<file path="src/rtl/cache_pkg.sv">
// Shared constants for the cache miss controller: FSM state encodings,
// default widths and the word-alignment of memory addresses.
package cache_pkg;

    localparam int DATA_WIDTH_DEF = 32;
    localparam int ADDR_WIDTH_DEF = 32;

    // Memory is word addressed; the two byte-offset bits are forced to this value.
    localparam logic [1:0] WORD_ALIGN_LSBS = 2'b00;

    typedef logic [2:0] state_t;

    localparam state_t ST_IDLE    = 3'd0;
    localparam state_t ST_RD_REQ  = 3'd1;
    localparam state_t ST_RD_WAIT = 3'd2;
    localparam state_t ST_RD_DONE = 3'd3;
    localparam state_t ST_WR_REQ  = 3'd4;
    localparam state_t ST_WR_WAIT = 3'd5;
    localparam state_t ST_WR_DONE = 3'd6;

endpackage

</file>
<file path="src/rtl/sat_counter.sv">
// Up-counter that sticks at all-ones instead of wrapping.
module sat_counter #(
    parameter int WIDTH = 16
) (
    input  logic             clk,
    input  logic             rst_n,
    input  logic             inc,
    output logic [WIDTH-1:0] count
);

    always_ff @(posedge clk or negedge rst_n) begin
        if (!rst_n) begin
            count <= '0;
        end else if (inc && (count != {WIDTH{1'b1}})) begin
            count <= count + WIDTH'(1);
        end
    end

endmodule

</file>
<file path="src/rtl/cache_miss_controller.sv">
// Blocking miss handler for a write-through, no-write-allocate data cache:
// stalls the CPU, runs one memory transaction and refills the cache on loads.
module cache_miss_controller
    import cache_pkg::*;
#(
    parameter int DATA_WIDTH = DATA_WIDTH_DEF,
    parameter int ADDR_WIDTH = ADDR_WIDTH_DEF,
    parameter int CNT_WIDTH  = 16
) (
    input  logic                  clk,
    input  logic                  rst_n,
    input  logic                  cpu_req_i,
    input  logic                  cpu_we_i,
    input  logic [ADDR_WIDTH-1:0] cpu_addr_i,
    input  logic [DATA_WIDTH-1:0] cpu_wdata_i,
    input  logic                  cache_hit_i,
    input  logic [DATA_WIDTH-1:0] cache_data_i,
    output logic                  stall_o,
    output logic [DATA_WIDTH-1:0] cpu_rdata_o,
    output logic                  fill_o,
    output logic [ADDR_WIDTH-1:0] fill_addr_o,
    output logic [DATA_WIDTH-1:0] fill_data_o,
    output logic                  mem_req_o,
    output logic                  mem_we_o,
    output logic [ADDR_WIDTH-1:0] mem_addr_o,
    output logic [DATA_WIDTH-1:0] mem_wdata_o,
    input  logic                  mem_gnt_i,
    input  logic                  mem_rvalid_i,
    input  logic [DATA_WIDTH-1:0] mem_rdata_i,
    output logic [CNT_WIDTH-1:0]  miss_cnt_o,
    output logic [2:0]            dbg_state_o
);

    state_t                state, state_nxt;
    logic [ADDR_WIDTH-1:0] cap_addr;
    logic [DATA_WIDTH-1:0] cap_wdata;
    logic [DATA_WIDTH-1:0] line_buf;
    logic                  cap_hit;
    logic                  idle_req, load_hit, load_miss, store_req;
    logic                  busy, rd_done, wr_fill;

    // New CPU requests are only decoded in IDLE and never while reset is asserted.
    assign idle_req  = rst_n && (state == ST_IDLE) && cpu_req_i;
    assign load_hit  = idle_req && !cpu_we_i && cache_hit_i;
    assign load_miss = idle_req && !cpu_we_i && !cache_hit_i;
    assign store_req = idle_req && cpu_we_i;

    always_comb begin
        state_nxt = state;
        case (state)
            ST_IDLE: begin
                if (load_miss)      state_nxt = ST_RD_REQ;
                else if (store_req) state_nxt = ST_WR_REQ;
            end
            ST_RD_REQ:  if (mem_gnt_i)    state_nxt = ST_RD_WAIT;
            ST_RD_WAIT: if (mem_rvalid_i) state_nxt = ST_RD_DONE;
            ST_RD_DONE: state_nxt = ST_IDLE;
            ST_WR_REQ:  if (mem_gnt_i)    state_nxt = ST_WR_WAIT;
            ST_WR_WAIT: if (mem_rvalid_i) state_nxt = ST_WR_DONE;
            ST_WR_DONE: state_nxt = ST_IDLE;
            default:    state_nxt = ST_IDLE;
        endcase
    end

    always_ff @(posedge clk or negedge rst_n) begin
        if (!rst_n) begin
            state     <= ST_IDLE;
            cap_addr  <= '0;
            cap_wdata <= '0;
            cap_hit   <= 1'b0;
            line_buf  <= '0;
        end else begin
            state <= state_nxt;
            if (load_miss || store_req) begin
                cap_addr  <= cpu_addr_i;
                cap_wdata <= cpu_wdata_i;
                cap_hit   <= cache_hit_i;
            end
            if ((state == ST_RD_WAIT) && mem_rvalid_i) begin
                line_buf <= mem_rdata_i;
            end
        end
    end

    sat_counter #(.WIDTH(CNT_WIDTH)) u_miss_cnt (
        .clk   (clk),
        .rst_n (rst_n),
        .inc   (load_miss),
        .count (miss_cnt_o)
    );

    // Memory handshake: mem_req_o and its fields stay constant until a rising
    // edge sees mem_gnt_i=1; the single response is mem_rvalid_i in the WAIT state.
    assign busy    = (state == ST_RD_REQ) || (state == ST_RD_WAIT) ||
                     (state == ST_WR_REQ) || (state == ST_WR_WAIT);
    assign rd_done = (state == ST_RD_DONE);
    assign wr_fill = (state == ST_WR_DONE) && cap_hit;

    assign stall_o     = busy || load_miss || store_req;
    assign cpu_rdata_o = load_hit ? cache_data_i : (rd_done ? line_buf : '0);

    assign fill_o      = rd_done || wr_fill;
    assign fill_addr_o = fill_o ? cap_addr : '0;
    assign fill_data_o = rd_done ? line_buf : (wr_fill ? cap_wdata : '0);

    assign mem_req_o   = (state == ST_RD_REQ) || (state == ST_WR_REQ);
    assign mem_we_o    = (state == ST_WR_REQ);
    assign mem_addr_o  = mem_req_o ? {cap_addr[ADDR_WIDTH-1:2], WORD_ALIGN_LSBS} : '0;
    assign mem_wdata_o = mem_we_o ? cap_wdata : '0;

    assign dbg_state_o = state;

endmodule

</file>
<file path="config.mk">
export PLATFORM = sky130hd
export DESIGN_NAME = cache_miss_controller
export DESIGN_NICKNAME = d
export VERILOG_FILES = /design/src/rtl/cache_pkg.sv /design/src/rtl/sat_counter.sv /design/src/rtl/cache_miss_controller.sv
export SDC_FILE = /design/constraint.sdc
export NUM_CORES = 1
export LEC_CHECK = 0
export BUFFER_PORTS_ARGS = -buffer_cell sky130_fd_sc_hd__buf_2
export CORE_AREA = 2 2 124 126
export CTS_CLUSTER_SIZE = 10
export DETAILED_ROUTE_END_ITERATION = 10
export DIE_AREA = 0 0 126 128
export GPL_ROUTABILITY_DRIVEN = 0
export GPL_TIMING_DRIVEN = 0
export MAX_ROUTING_LAYER = met4
export PLACE_DENSITY_LB_ADDON = 0.15
export SYNTH_ARGS = -nofsm -noshare
export SYNTH_HDL_FRONTEND = slang
export SYNTH_HIERARCHICAL = 1
export SYNTH_SLANG_ARGS = --single-unit
</file>
<file path="constraint.sdc">
create_clock -name clk -period 2.95 [get_ports clk]
set_clock_uncertainty 0.2 [all_clocks]
set_input_delay 0.295 -clock clk [delete_from_list [all_inputs] [get_ports clk]]
set_output_delay 0.295 -clock clk [all_outputs]
set_load 0.05 [all_outputs]
</file>
==> impl_metrics.tcl, run 1 <==
set metrics [dict create \
    clk_latency_ns 0.41 \
    slowest_stage "dlygate4sd3_1" \
    maxCapViolCount 0 \
    h-tree-depth 4 \
    clockRootBuffer "clkbuf_16" \
    dp_cells 1011 \
    met1_usage_pct 29.9 \
    antenna_cells 0 \
    hp-class "primary input to flip-flop" \
    period_needed_ns 2.80 \
    netlist_top_cells_count "116 x dfrtp_1, 64 x a22o_1, 63 x and2_1" \
    synth_compound_area_share_pct 11.7 \
    yosysWarnings 6 \
    peakVddDrop_mv 0.664 \
    met2_usage_pct 44.4 \
    yosys.area_share.simple_pct 16.1 \
    rsz0062_at_grt "no" \
    crit_fanout 10 \
    netlist_area_sq_mm 0.00631 \
    regArea_sq_mm 0.00290 \
    final_cell_area_sq_mm 0.0100 \
    drt-total-wl_um 20100 \
    floorplan.rows 45 \
    finalSetupTns_ns 0 \
    async_reset_ff_share_pct 100 \
    netlist_instances 506 \
    finalPower_mw 9.87 \
    grt_usage_pct 25.9 \
    io_pins 318 \
    synth_top_family_by_area "multiplexers" \
    worstSetupStartpointType "primary input" \
    fin_crit_sh_pct 94.9 \
    clk_pin_slew_worst_paths_ns 0.05 \
    synth_seq_cells 116 \
    criticalPathCategory "primary input to output port" \
    firstDrtPassIters 5 \
    r2r_slack_ns 0.26 \
    hold_viol 0 \
    wire_per_inst_um 17.5 \
    synthMuxAreaShare_pct 21.3 \
    cp_common_cell "buf_2" \
    initial_core_util_pct 42.4 \
    yosysMostFrequentCell "dfrtp_1" \
    crit_required_ns 2.46 \
    ant_nets 0 \
    synthXorXnorAreaFrac_pct 0.972 \
    dieArea_sq_mm 0.0161 \
    nNetsFinal 1087 \
    design.core.area_sq_mm 0.0149 \
    leakage_nw 5.45 \
    dpl.hpwl_um 14300 \
    dr.first_iter.drc_count 266 \
    grt_pass1_wl_um 32000 \
    synth_edf_count 0 \
    cp-end-kind "output port" \
    die_w_um 126 \
    viasPerCell 5.18 \
    holdWs_ns 0.0360 \
    synth.avg_cell_area_sq_um 12.5 \
    cts_buffer_depth 2 \
    grt_pass1_vias 6170 \
    outcome "completed" \
    instances_no_fill 1152 \
    nFillCells 1131 \
    gr-total-overflow 0 \
    synth_top_cell_area_share_pct 46.0 \
    grtUsageMet3_pct 6.18 \
    cp_slowest_stage_delay_ns 0.56 \
    ys.flop_type "dfrtp_1" \
    clock.fmax_mhz 357 \
    place_ws_ns -0.203 \
    setup_ws_ns 0.149 \
    via_count 5962 \
    synth_area_leaders "dfrtp_1 46%, mux2_4 15%, a22o_1 8.9%, and2_1 6.2%, mux2_1 5.2%" \
    fin_util_pct 67.3 \
    synth_top_area_cell "dfrtp_1" \
    area_growth_pct 58.6 \
    clock_sinks 116 \
    cts_buffers 17 \
    port-buffer-count 315 \
    arrival_ns 2.31 \
    multiInputGateArea_sq_mm 0.00319 \
    path_cells "dlygate4sd3_1, buf_8, buf_16, nand3b_1, nor3_4, buf_4, buf_2, a22o_1, buf_2" \
    setup_violations 0 \
    drv_slew 0 \
    antenna_found_initial 0 \
    grt_start_max_net_pins 61 \
    top_usage_layer "met2" \
    placed_cell_area_sq_mm 0.00816 \
    drive_gt1_share_pct 49.1 \
    drc_errors 0 \
    netlist-cell-type-count 50 \
    power.density_mw_per_mm2 987 \
    cts_tree "yes" \
    die_h_um 128 \
    yosysSeqAreaShare_pct 46.0 \
    synthAdderAreaFrac_pct 0.198 \
]
==> worst max-delay path: cells and delay by family <==
| kind | cells | cell delay (ns) |
|---|---|---|
| AO/OA/AOI/OAI | 1 | 0.21 |
| AND/OR/NAND/NOR | 2 | 0.35 |
| buffers and inverters | 6 | 1.43 |
==> cell usage in the layout (no fill, tap or decap), types with 2 or more instances in the layout <==
| master | n |
|---|---|
| a21oi_1 | 5 |
| a22o_1 | 64 |
| a31oi_1 | 5 |
| a41oi_1 | 3 |
| and2_1 | 63 |
| and3_1 | 35 |
| and4_1 | 2 |
| buf_16 | 4 |
| buf_2 | 326 |
| buf_4 | 9 |
| buf_6 | 6 |
| bufinv_16 | 6 |
| clkbuf_1 | 10 |
| clkbuf_16 | 17 |
| clkbuf_2 | 8 |
| clkinv_2 | 2 |
| clkinv_4 | 2 |
| clkinvlp_4 | 3 |
| conb_1 | 2 |
| dfrtp_1 | 116 |
| dlygate4sd3_1 | 100 |
| mux2_1 | 29 |
| mux2_2 | 7 |
| mux2_4 | 62 |
| nand2_1 | 4 |
| nand2b_1 | 4 |
| nand3_1 | 5 |
| nand3_2 | 2 |
| nand3_4 | 3 |
| nand3b_1 | 2 |
| nand4_1 | 9 |
| nor2_1 | 9 |
| nor3_1 | 2 |
| nor3_4 | 2 |
| o21a_1 | 3 |
| xnor2_1 | 5 |
| xor2_1 | 2 |
==> flip-flops by register name, indices dropped and copies added (netlist names) <==
name	cells
cap_addr	32
dbg_state_o	3
line_buf	32
u_miss_cnt/count	16
cap_hit	1
cap_wdata	32
==> final timing paths <==
| kind | start | to | depth (start not counted) |
|---|---|---|---|
| setup reg to reg | dbg_state_o[1] | u_miss_cnt/count[3] | 8 |
| max in group asynchronous | rst_n | cap_wdata[22] | 5 |
| setup / recovery | rst_n | cpu_rdata_o[25] | 9 |
| min in group asynchronous | rst_n | cap_addr[20] | 4 |
| hold / removal | mem_rvalid_i | dbg_state_o[1] | 3 |
| hold reg to reg | cap_addr[0] | cap_addr[0] | 1 |
==> layout make-up <==
type                       count  share of cell area, %
clock buffer                  19                   4.43
buffer                        40                   2.39
sequential                   116                   29.0
clock inverter                13                   2.30
timing repair buffer         425                   27.5
tap                          188                   2.35
multi-input combinational    349                   31.9
inverter                       2                 0.0750
==> kinds of logic (layout without fill, tap and decap cells) <==
logic type                 count (synthesis)  in the layout
muxes                                     99             99
DFF                                      116            116
xor gates and xnor gates                   7              7
buffers and inverters                     42            499
and+or+nand+nor                          152            152
AOI/OAI and AO/OA                         88             88
other                                      1              2
adders and majority gates                  1              1
==> layer usage <==
layer  vias to the layer above  part of all wire (%)
met5                         -                     0
met4                         0                   2.1
met3                        33                   6.0
met2                       239                    51
met1                      2929                    41
li1                       2761                     -
==> timing repair <==
action                                  4_1_cts  5_1_grt
hold buffers                                103        0
hold endpoints to repair                    153        0
pin swaps                                     0        2
gates resized for setup                       6       12
setup buffers                                 0        6
gates cloned                                  0        0
endpoints found under the setup margin       63      104
==> report_power, final <==
part | internal, mW | leakage [nW] | switching [mW]
sequential | 2.31 | 1.42 | 0.579
combinational | 1.69 | 3.71 | 2.95
clock | 1.60 | 0.319 | 0.734
total | 5.61 | 5.45 | 4.27
Note: power is estimated with default switching activity, not from simulation.
==> run 2, diff against run 1 <==
Settings changed: MAX_ROUTING_LAYER met4 to unset.
==> run 2 against run 1 <==
Clock power about the same; cell count unchanged; sequential power about the same; flip-flop and latch count unchanged; clock-buffer cell count unchanged; global-route usage decreased by 0.81 points; critical path depth unchanged; critical endpoint unchanged; highest routed layer unchanged.
==> impl_metrics.tcl, run 2 (same netlist as run 1, synthesis figures left out) <==
set metrics [dict create \
    outcome "completed" \
    clock_sinks 116 \
    floorplan.rows 45 \
    clk_pin_slew_worst_paths_ns 0.05 \
    drv_slew 0 \
    hold_viol 0 \
    critPathTopFamily "buffers and inverters" \
    reg_top3 "cap_addr x32, cap_wdata x32, line_buf x32" \
    switching_power_mw 4.26 \
    ant_nets 0 \
    period_needed_ns 2.80 \
    finalSetupTns_ns 0 \
    nNetsFinal 1087 \
    drc_errors 0 \
    rr_endpoint "u_miss_cnt/count[3]" \
    port-buffer-count 315 \
    viasPerCell 5.15 \
    power.density_mw_per_mm2 986 \
    antenna_cells 0 \
    via_count 5933 \
    instances_no_fill 1152 \
    path_cells "dlygate4sd3_1, buf_8, buf_16, nand3b_1, nor3_4, buf_4, buf_2, a22o_1, buf_2" \
    clockPowerShare_pct 23.7 \
    gr-total-overflow 0 \
    peakVddDrop_mv 0.665 \
    multiInputGateArea_sq_mm 0.00319 \
    regArea_sq_mm 0.00290 \
    hold_end "dbg_state_o[1]" \
    swShare_pct 43.2 \
    dpl.hpwl_um 14300 \
    die_w_um 126 \
    leakage_nw 5.45 \
    p_int_mw 5.61 \
    combPwrFrac_pct 47.0 \
    nFillCells 1131 \
    worstReg2RegStart "dbg_state_o[1]" \
    grt_start_max_net_pins 61 \
    area_growth_pct 58.6 \
    io_pins 318 \
    grt_pass1_vias 6179 \
    r2r_slack_ns 0.27 \
    fin_crit_sh_pct 94.9 \
    clockRootBuffer "clkbuf_16" \
    cts_buffers 17 \
    firstDrtPassIters 4 \
    cp_num_buf_inv 6 \
    clock.fmax_mhz 357 \
    design.core.area_sq_mm 0.0149 \
    worstSetupStartpointType "primary input" \
    clk_latency_ns 0.41 \
    criticalPathCategory "primary input to output port" \
    wire_per_inst_um 17.5 \
    initial_core_util_pct 42.4 \
    placed_cell_area_sq_mm 0.00816 \
    maxCapViolCount 0 \
    whs_path_depth 3 \
    grt_usage_pct 25.1 \
    crit_fanout 10 \
    dieArea_sq_mm 0.0161 \
    slowest_stage "dlygate4sd3_1" \
    cts_buffer_depth 2 \
    pwr-share-seq_pct 29.3 \
    cts_tree "yes" \
    final_common_cell "buf_2" \
    finalPower_mw 9.87 \
    drive_gt1_share_pct 49.1 \
    grt_pass1_wl_um 32000 \
    arrival_ns 2.30 \
    worstHoldStart "mem_rvalid_i" \
    drt-total-wl_um 20100 \
    cp_common_cell "buf_2" \
    antenna_found_initial 0 \
    cp_slowest_stage_delay_ns 0.56 \
    hp-class "primary input to flip-flop" \
    final_cell_mix "326 x buf_2, 116 x dfrtp_1, 100 x dlygate4sd3_1, 64 x a22o_1, 63 x and2_1" \
    final_cell_area_sq_mm 0.0100 \
    setup_violations 0 \
    crit_required_ns 2.46 \
    dp_cells 1011 \
    rsz0062_at_grt "no" \
    h-tree-depth 4 \
    cp-end-kind "output port" \
    dr.first_iter.drc_count 241 \
    die_h_um 128 \
    r2r_cells 8 \
]
==> run 2: worst max path at each step <==
stage / start / end / slack [ns] / depth (start not counted)
after floorplan: dbg_state_o[2] / fill_addr_o[22] / 0.08 / 5
after global placement: rst_n / cpu_rdata_o[25] / -1.66 / 6
after detailed placement: rst_n / cpu_rdata_o[25] / -0.20 / 7
after CTS: dbg_state_o[0] / fill_addr_o[13] / 0.01 / 6
after global routing: dbg_state_o[0] / fill_addr_o[23] / 0.008 / 6
final: rst_n / cpu_rdata_o[25] / 0.15 / 9
==> run 2: layout make-up <==
cell class                 count  area share (%)
inverter                       2          0.0750
multi-input combinational    349            31.9
clock inverter                13            2.30
timing repair buffer         425            27.5
clock buffer                  19            4.43
buffer                        40            2.39
tap                          188            2.35
sequential                   116            29.0
==> run 2: timing repair <==
action,4_1_cts,5_1_grt
pin swaps,0,2
hold endpoints to repair,153,0
hold buffers,103,0
setup buffers,0,6
endpoints found under the setup margin,63,101
gates resized for setup,6,12
==> run 2: per-stage QoR <==
stage                     setup WS, ns  util, %  hold slack, ns
after floorplan                 0.0840        -          -0.201
after global placement           -1.66     54.7           0.291
after detailed placement        -0.203     54.9           0.101
after CTS                       0.0132     66.8          0.0196
after global routing           0.00838     67.3          0.0536
final                            0.152     67.3          0.0395
==> run 2: tightest hold or removal path, delay by kind of cell <==
family	cells	cell delay, ns
AOI/OAI and AO/OA	1	0.13
muxes	1	0.08
buffers and inverters	1	0.09
==> run 2: power by group through the flow <==
stage          registers [mW]  logic, mW  clock network [mW]
2_1_floorplan            2.80       3.42                   0
3_3_place_gp             2.87       4.42                   0
3_5_place_dp             2.90       4.48                   0
4_1_cts                  2.88       4.63                2.38
5_1_grt                  3.00       4.90                2.47
6_report                 2.89       4.64                2.34
==> run 2: per-layer routing <==
layer / share of wire, % / GRT usage (%)
met3: 6.8 / 6.30
met4: 2.3 / 9.44
met5: 0 / 0
met1: 40 / 29.6
met2: 51 / 44.4
==> run 3, diff against run 2 <==
==> constraint.sdc (replaced) <==
create_clock -name clk -period 2.95 [get_ports clk]
set_clock_uncertainty 0.2 [all_clocks]
set_input_delay 0.59 -clock clk [delete_from_list [all_inputs] [get_ports clk]]
set_output_delay 0.59 -clock clk [all_outputs]
set_load 0.05 [all_outputs]
==> run 3 against run 2 <==
Cell area fell by 5.8%; worst hold slack improved by 0.026 ns; power is 2.6% lower; clock-buffer cell count grew 6; combinational power increased by 2%; sequential power is essentially flat; sequential share of layout area up 1.8 points; flip-flop and latch count did not move; register-to-register slack improved by 0.08 ns; fmax is 3.5% lower; die area is the same; critical path type is now flip-flop to output port; largest cell class unchanged.
==> impl_metrics.tcl, run 3 (same netlist as run 1, synthesis figures left out) <==
set metrics [dict create \
    outcome "completed" \
    cp_num_buf_inv 4 \
    maxCapViolCount 0 \
    peakVddDrop_mv 0.693 \
    clock_sinks 116 \
    reg_top3 "cap_addr x32, cap_wdata x32, line_buf x32" \
    final_common_cell "buf_2" \
    hp-class "primary input to async pin" \
    drive_gt1_share_pct 56.4 \
    criticalPathCategory "flip-flop to output port" \
    drt-total-wl_um 20000 \
    path_cells "buf_6, nand3b_1, a21oi_4, buf_6, buf_6, and2_1, buf_6" \
    firstDrtPassIters 4 \
    power.density_mw_per_mm2 1020 \
    leakage_nw 5.10 \
    r2r_cells 8 \
    die_h_um 128 \
    grt_pass1_vias 5527 \
    design.core.area_sq_mm 0.0149 \
    crit_required_ns 2.16 \
    initial_core_util_pct 42.4 \
    timing.slew.headroom_pct 27.5 \
    cts_buffers 17 \
    die_w_um 126 \
    p_int_mw 5.39 \
    worstSetupPathDepth 7 \
    clk_latency_ns 0.41 \
    wire_per_inst_um 18.8 \
    combPwrFrac_pct 49.2 \
    swShare_pct 44.0 \
    hold_viol 0 \
    cts_tree "yes" \
    final_cell_mix "232 x buf_2, 115 x dfrtp_1, 66 x buf_4, 64 x a22o_1, 62 x mux2_4" \
    period_needed_ns 2.90 \
    worstSetupStartpointType "flip-flop" \
    dpl.hpwl_um 14300 \
    worst_pin_slew_ns 1.08 \
    floorplan.rows 45 \
    crit_fanout 10 \
    h-tree-depth 4 \
    clk_pin_slew_worst_paths_ns 0.05 \
    cp-end-kind "output port" \
    fin_crit_sh_pct 98.2 \
    grt_start_max_net_pins 39 \
    clock.fmax_mhz 345 \
    port-buffer-count 315 \
    slowest_stage "dfrtp_1" \
    pwr-share-seq_pct 30.3 \
    gr-total-overflow 0 \
    finalSetupTns_ns 0 \
    grt_usage_pct 23.8 \
    viasPerCell 5.21 \
    cp_common_cell "buf_6" \
    setup_violations 0 \
    clockRootBuffer "clkbuf_16" \
    drv_slew 0 \
    drc_errors 0 \
    clockPowerShare_pct 20.5 \
    dieArea_sq_mm 0.0161 \
    holdWs_ns 0.0658 \
    via_count 5540 \
    area_growth_pct 49.4 \
    switching_power_mw 4.23 \
    arrival_ns 2.11 \
    dr.first_iter.drc_count 191 \
    grt_pass1_wl_um 29800 \
    nNetsFinal 999 \
    ant_nets 0 \
    finalPower_mw 9.62 \
    critPathTopFamily "buffers and inverters" \
    cp_slowest_stage_delay_ns 0.38 \
    io_pins 318 \
    cts_buffer_depth 2 \
    antenna_found_initial 3 \
]
==> run 3: cell types whose count changed in the layout (fill, tap and decap cells not counted), moves of 3 or more <==
cell and change:
bufbuf_16 +3, clkbuf_4 +30, clkbuf_2 -3, clkinvlp_4 -3, bufinv_16 -4, buf_4 +57
buf_6 +23, and2_1 -9, and2_4 +9, dlygate4sd3_1 -97, buf_2 -94
==> run 3: worst paths after layout <==
check | slack (ns) | endpoint | start
min in group clk | 0.20 | line_buf[9] | mem_rdata_i[9]
max in group asynchronous | 1.03 | line_buf[5] | rst_n
max | 0.05 | fill_addr_o[6] | dbg_state_o[0]
min reg2reg | 0.30 | cap_addr[1] | cap_addr[1]
max reg2reg | 0.35 | u_miss_cnt/count[14] | dbg_state_o[0]
min | 0.07 | cap_wdata[25] | rst_n
==> run 3: layout make-up <==
cell class	count	area, sq um
Multi-Input combinational cell	349	3240
Clock inverter	5	75.1
Inverter	2	7.51
Tap cell	188	235
Antenna cell	2	5.00
Buffer	39	304
Fill cell	1216	5440
Clock buffer	25	485
Timing Repair Buffer	338	2160
Sequential cell	116	2900
==> run 3: per-stage QoR <==
stage,instance area (sq um),instances,util [%],worst slack [ns]
finish,9420,1064,63.4,0.0517
global route,9420,1063,63.4,-0.0253
CTS,9130,1055,61.4,0.0000790
detailed placement,8160,1011,54.9,-0.654
global placement,8130,1010,54.7,-2.11
floorplan,6320,507,-,0.0551
==> run 3: worst reg2reg max path: stages, from the launching register on <==
cell and delay (ns):
dfrtp_1 0.38, buf_6 0.15, nor2_4 0.23, clkbuf_2 0.29
and3_1 0.36, nand2_1 0.18, nor4_2 0.37, nand4_1 0.17
xnor2_1 0.15
==> run 3: power by group through the flow <==
| stage | Clock [mW] | Combinational (mW) | Sequential, mW |
|---|---|---|---|
| after CTS | 2.01 | 4.61 | 2.90 |
| after global routing | 2.08 | 4.97 | 3.01 |
| after floorplan | 0 | 3.42 | 2.80 |
| after global placement | 0 | 4.42 | 2.87 |
| final | 1.98 | 4.73 | 2.91 |
| after detailed placement | 0 | 4.48 | 2.90 |
==> run 3: layer usage <==
layer | share of wire, % | global-route usage, % | vias to the layer above
met5 | 0.065 | 0 | -
met4 | 2.4 | 9.63 | 2
li1 | - | - | 2583
met2 | 51 | 40.7 | 237
met1 | 39 | 27.4 | 2673
met3 | 8.2 | 8.10 | 45
==> run 3: what timing repair did <==
item                                    CTS  global route
endpoints found under the setup margin  152           151
setup buffers                             8             8
hold buffers                              3             0
pin swaps                                 3             4
cloned                                    3             0
gates resized for setup                  84            99
endpoints found under the hold margin    44             0
